### src/rtl/fifo_read_port.sv
`default_nettype none
// ============================================================================
// Module      : fifo_read_port
// Description : Read-side controller for a synchronous FIFO. Pops words from
//               the FIFO read port and presents them on a valid/ready output
//               stream. A 2-entry skid buffer hides the FIFO's one-cycle read
//               latency, so a word can be delivered every cycle.
// Ports       : clk, rst      - clock, synchronous active-high reset
//               fifo_empty    - FIFO empty flag (same-cycle)
//               fifo_rd_en    - read strobe to FIFO, one pop per high cycle
//               fifo_dout     - FIFO read data, valid the cycle after a read
//               m_valid       - output word available
//               m_data        - output word (head of skid buffer)
//               m_ready       - consumer accepts when m_valid && m_ready
//               rd_count      - words accepted since reset (wraps)
// Revision    : 1.0 - initial release
// ============================================================================
module fifo_read_port #(
    parameter int DATA_W = 8,
    parameter int CNT_W  = 16
) (
    input  logic              clk,
    input  logic              rst,
    input  logic              fifo_empty,
    output logic              fifo_rd_en,
    input  logic [DATA_W-1:0] fifo_dout,
    output logic              m_valid,
    output logic [DATA_W-1:0] m_data,
    input  logic              m_ready,
    output logic [CNT_W-1:0]  rd_count
);

    localparam logic [1:0] c_OCC_FULL = 2'd2;

    logic [DATA_W-1:0] r_buf0;   // head entry, drives m_data
    logic [DATA_W-1:0] r_buf1;   // second entry
    logic [1:0]        r_occ;    // buffer occupancy, 0..2
    logic              r_infl;   // read issued last cycle; data on fifo_dout now
    logic [CNT_W-1:0]  r_count;

    logic              w_pop;
    logic              w_capture;
    logic [1:0]        w_fill;

    assign w_pop     = m_valid && m_ready;
    assign w_capture = r_infl;

    // Occupancy plus in-flight word never exceeds 2, so 2 bits suffice.
    assign w_fill    = r_occ + {1'b0, r_infl};

    // Only issue a read when the word it returns is guaranteed a slot: either
    // the buffer has room counting the word already in flight, or a pop this
    // cycle frees one.
    assign fifo_rd_en = !rst && !fifo_empty && ((w_fill < c_OCC_FULL) || w_pop);

    assign m_valid  = (r_occ != 2'd0);
    assign m_data   = r_buf0;
    assign rd_count = r_count;

    always_ff @(posedge clk) begin
        if (rst) begin
            r_buf0  <= '0;
            r_buf1  <= '0;
            r_occ   <= 2'd0;
            r_infl  <= 1'b0;
            r_count <= '0;
        end else begin
            r_infl <= fifo_rd_en;

            case ({w_capture, w_pop})
                2'b10: begin
                    // Capture into the first free slot.
                    if (r_occ == 2'd0) begin
                        r_buf0 <= fifo_dout;
                    end else begin
                        r_buf1 <= fifo_dout;
                    end
                    r_occ <= r_occ + 2'd1;
                end
                2'b01: begin
                    r_buf0 <= r_buf1;
                    r_occ  <= r_occ - 2'd1;
                end
                2'b11: begin
                    // Head leaves while a new word arrives; occupancy holds.
                    if (r_occ == 2'd1) begin
                        r_buf0 <= fifo_dout;
                    end else begin
                        r_buf0 <= r_buf1;
                        r_buf1 <= fifo_dout;
                    end
                end
                default: begin
                end
            endcase

            if (w_pop) begin
                r_count <= r_count + CNT_W'(1);
            end
        end
    end

endmodule
`default_nettype wire

### config.mk
export PLATFORM = sky130hd
export DESIGN_NAME = fifo_read_port
export DESIGN_NICKNAME = d
export VERILOG_FILES = /design/src/rtl/fifo_read_port.sv
export SDC_FILE = /design/constraint.sdc
export NUM_CORES = 1
export LEC_CHECK = 0
export ABC_CLOCK_PERIOD_IN_PS = 2600
export BUFFER_PORTS_ARGS = -buffer_cell sky130_fd_sc_hd__buf_2
export CORE_ASPECT_RATIO = 0.6
export CORE_MARGIN = 2
export CORE_UTILIZATION = 30
export DETAILED_ROUTE_END_ITERATION = 10
export PLACE_DENSITY_LB_ADDON = 0.3
export SLEW_MARGIN = 20
export SYNTH_ARGS = -nofsm -noshare
export SYNTH_HDL_FRONTEND = slang
export SYNTH_SLANG_ARGS = --single-unit
export TNS_END_PERCENT = 10
### constraint.sdc
create_clock -name clk -period 2.6 [get_ports clk]
set_input_delay 0.52 -clock clk [delete_from_list [all_inputs] [get_ports clk]]
set_output_delay 0.52 -clock clk [all_outputs]
set_load 0.1 [all_outputs]
* Yosys cells after proc, flatten, opt, wreduce, memory -nomap -nowiden
Cells that the tools add are included.
Word-level totals: flip-flop bits (word level) 35, word-level logic and storage cells 37, output and inout bits 26, bits of input ports 12
Operators by class: add/subtract/negate cells 4, muxes and demuxes 7, order comparisons 1, reduce and logical (&&, ||, !) cells 13, equal/unequal tests 7
Operators by type and width (number):
- 8-bit 2-to-1 mux | 4
- 8-bit case mux with 3 select lines | 1
- 16-bit by 1-bit adder with 16-bit output, second input constant | 1
- 8-bit case mux with 2 select lines | 1
- 2-bit != test, second input constant | 3
- 2-bit nonzero test | 3
- 2-bit by 1-bit == test with 1-bit output, second input constant | 2
- 2-bit == test, second input constant | 2
- 2-bit case mux with 2 select lines | 1
- 1-bit logical AND | 3
- 3-bit AND reduction | 1
- 3-bit nonzero test | 1
- 2-bit by 1-bit adder with 2-bit output | 1
- 2-bit by 1-bit adder with 2-bit output, second input constant | 1
- 1-bit zero test | 2
- 2-bit zero test | 1
- 2-bit less-than comparator, second input constant | 1
- 2-bit AND reduction | 1
- 2-bit by 1-bit subtractor with 2-bit output, second input constant | 1
- 1-bit logical OR | 1

* Depth between registers and ports, before layout
depth after elaboration 5, depth in mapped cells 10

* Least setup slack after synthesis
Ideal clock, no wire load.
kind reg2out, start point reg r_occ[0], end point out fifo_rd_en, cell stages (with the launch flop) 7, buffers on the path 1, slack -1.111 ns, arrival time 3.191 ns, cell sequence dfxtp_1 inv_1 ha_1 nor2b_1 buf_2 inv_2 a211oi_1
Between the ends: longest elaborated chain between the ends 4, elaborated cells between the ends (all ways) 6
RTL lines:
- from (decl) | RTL line 37 | logic [1:0] r_occ;
- from (signal assigned) | RTL line 78 | r_occ <= r_occ + 2'd1;
- from (signal assigned) | RTL line 82 | r_occ <= r_occ - 2'd1;
- 2-bit by 1-bit adder with 2-bit output or 2-bit nonzero test (tied branches) | RTL line 49, 56
- 2-bit less-than comparator or 1-bit logical AND (tied branches) | RTL line 54, 45
- 1-bit logical OR (*) | RTL line 54 | assign fifo_rd_en = !rst && !fifo_empty && ((w_fill < c_OCC_FULL) || w_pop);
- 1-bit logical AND (*) | RTL line 54
- to (decl) | RTL line 25 | output logic fifo_rd_en,
Every way passes the cells marked *; elsewhere a longest branch is shown, timed or not.

* Worst setup path after layout
Ends and elaborated chain as after synthesis.

==> metrics.csv <==
stage,metric,value,unit
routing,wire_per_inst,12.4,um
yosys,synth.top_cells.by_area,"dfxtp_1 (43%), nor2_1 (6.7%), ha_1 (6.1%)",
worst_setup_path,crit_family,flip-flops,
yosys,synth-seq-cells,35,
routing,drt_wl_total,3500,um
yosys,syn_nets,198,
floorplan,rows,20,
placed_design,pre_cts_ws,0.175,ns
yosys,syn_area,1630,sq um
sta,rsz0062_at_grt,false,
final_layout,nets,237,
routing,vias,1308,
yosys,synth-compound-area-share,14.8,%
worst_setup_path,path_cells,inv_1 > ha_1 > nor2b_2 > inv_2 > a211oi_4 > buf_12,
worst_setup_path,slowest_delay,0.42,ns
cts,holdBufCountCts,0,
yosys,synth_top_area_share,42.9,%
yosys,yosysSeqAreaShare,42.9,%
status,run_status,"finished, final reports clean",
worst_setup_path,crit_slowest_cell,dfxtp_1,
routing,postRouteAntennaNets,0,
cts,ctsResizeCount,0,
global_routing,antenna_found_initial,0,
placed_design,port_buffers,37,
sta,drv_slew,0,
routing,drcViolationCount,0,
run,cap_violations,0,
floorplan,start_util,31.7,%
cts,clock-sinks,35,
hold_path,hold_class,in2reg,
worst_setup_path,r2r.worst_path.cells,8,
yosys,async_flop_share,0,%
yosys,synth_edf_count,0,
worst_setup_path,path_depth,6,
yosys,yosys_most_used_dff,dfxtp_1,
floorplan,die_w,99.3,um
yosys,post_synth.cell_area_avg,9.18,sq um
worst_setup_path,required,2.08,ns
global_routing,grt_max_degree,36,
yosys,synthSimpleGateAreaFrac,20.9,%
yosys,yosysUniqueCellTypes,36,
power,power_density,1180,nW/um^2
worst_setup_path,crit_fanout,6,
final_layout,n_antenna_cell,0,
yosys,synthXorXnorAreaFrac,6.97,%
sta,hold_viol,0,
final_layout,fillCellCount,534,
yosys,synth.largest_area_cell,dfxtp_1,
sta,setup_slack,0.212,ns
yosys,synth_top_family_by_area,simple AND/OR/NAND/NOR gates,
global_routing,grt-ovfl-total,0,
sta,totalNegativeSetupSlack,0,ns
cts,cts_setup_buffers,0,
routing,dr.first_iter.drc_count,58,
routing,vias_per_cell,4.64,
sta,relSlewSlack,58.1,%
sta,finalSetupViolations,0,
worst_setup_path,crit_type,reg2out,
final_layout,drive_gt1_share,25.9,%
global_routing,track_usage,12.6,%
global_routing,grt_pass1_wl,5870,um
floorplan,pin_count,38,
final_layout,final_cell_mix,"buf_2 (36), dfxtp_1 (35), nor2_1 (29)",
cts,clk_latency,0.28,ns
power,irDropWorstVdd,742,uV
floorplan,core,5150,sq um
final_layout,fin_area,2000,sq um
sta,tightest_slew,0.629,ns
worst_setup_path,worst-path-buf-inv,3,
sta,finClkSkew,0.00955,ns
yosys,synth_warnings,0,
global_routing,grt_pass1_vias,1232,
cts,cts_buffers,5,
sta,fin_crit,2.39,ns
yosys,yosys.area_share.adder,6.13,%
yosys,synth_cells,178,
worst_setup_path,start_kind,flip-flop,
worst_setup_path,crit_arrival,1.87,ns
placed_design,gp_congestion,0.805,
floorplan,dieHeight,61.2,um
placed_design,dpl.hpwl,2570,um
cts,ctsLongestPathBuffers,2,
worst_setup_path,worstSetupEndpointType,primary output,
final_layout,final_common_cell,buf_2,
final_layout,area_growth,22.5,%
hold_path,whs_path_depth,2,
sta,fin_crit_sh,91.8,%
sta,fmax,0.419,GHz
floorplan,design.die.area,6070,sq um
cts,root_buffer,clkbuf_8,
placed_design,dpl_cell_area,1910,sq um
routing,drt-pass1-iter-count,4,
cts,cts_tree,built,
power,leakagePower,0.895,nW
cts,path_clk_slew,0.07,ns
cts,htreeDepth,2,
yosys,synth_mux_area_share,4.90,%
## per-stage QoR
stage / power, W / hold WS, ns / util, % / std cells
2_1_floorplan: 0.00179 / 0.464 / - / 178
3_3_place_gp: 0.00200 / 0.476 / 37.1 / 276
3_5_place_dp: 0.00201 / 0.488 / 37.1 / 276
4_1_cts: 0.00237 / 0.454 / 38.6 / 282
5_1_grt: 0.00251 / 0.453 / 38.8 / 282
6_report: 0.00236 / 0.463 / 38.8 / 282
## per-layer routing
metal	wire, um	track usage, %
met1	1960	17.3
met2	1340	18.7
met3	170	4.20
met4	26	4.70
met5	0	0
## synth_stat cells, types with 2 or more instances
| cell | count |
|---|---|
| dfxtp_1 | 35 |
| nor2_1 | 29 |
| a211oi_1 | 11 |
| nand2_1 | 10 |
| a22oi_1 | 8 |
| ha_1 | 8 |
| mux2i_1 | 8 |
| xor2_1 | 8 |
| a21oi_1 | 6 |
| inv_1 | 6 |
| o21ai_0 | 5 |
| xnor2_1 | 5 |
| nand3_1 | 4 |
| nand4_1 | 4 |
| buf_2 | 3 |
| clkbuf_1 | 3 |
| nor3_1 | 3 |
| a21o_1 | 2 |
| nor2b_1 | 2 |
| or3_1 | 2 |
## cell families (layout without fill, tap and decap cells)
group,count (synthesis),in the layout
flops,35,35
compound gates,35,35
fa+ha+maj,8,8
mux,8,8
buf+inv,14,52
xor+xnor,13,13
simple gates,65,65
## flip-flops by register name (all words and copies together) (netlist names)
| name | count |
|---|---|
| m_data | 8 |
| r_buf1 | 8 |
| r_infl | 1 |
| r_occ | 2 |
| rd_count | 16 |
## worst paths after layout
path / startpoint / end / slack, ns
setup reg to reg: r_occ[0] / m_data[4] / 0.35
hold reg to reg: rd_count[15] / rd_count[15] / 0.50
setup / recovery: r_occ[0] / fifo_rd_en / 0.21
hold / removal: fifo_empty / r_infl / 0.46
## power breakdown
group	switching (W)	internal [W]	leakage, nW
Combinational	0.000978	0.000313	0.574
Clock	0.000183	0.000178	0.0361
Sequential	0.0000674	0.000645	0.285
## final cells by class
type / count / area, sq um / share of cell area (%)
clock buffers: 5 / 68.8 / 3.44
repair buffers: 39 / 215 / 10.7
well taps: 66 / 82.6 / 4.13
inverters: 7 / 26.3 / 1.31
clock inverters: 1 / 7.51 / 0.375
multi-input cells: 129 / 901 / 45.0
flip-flops and latches: 35 / 701 / 35.0
No activity file was read; power rests on OpenSTA's default activity.
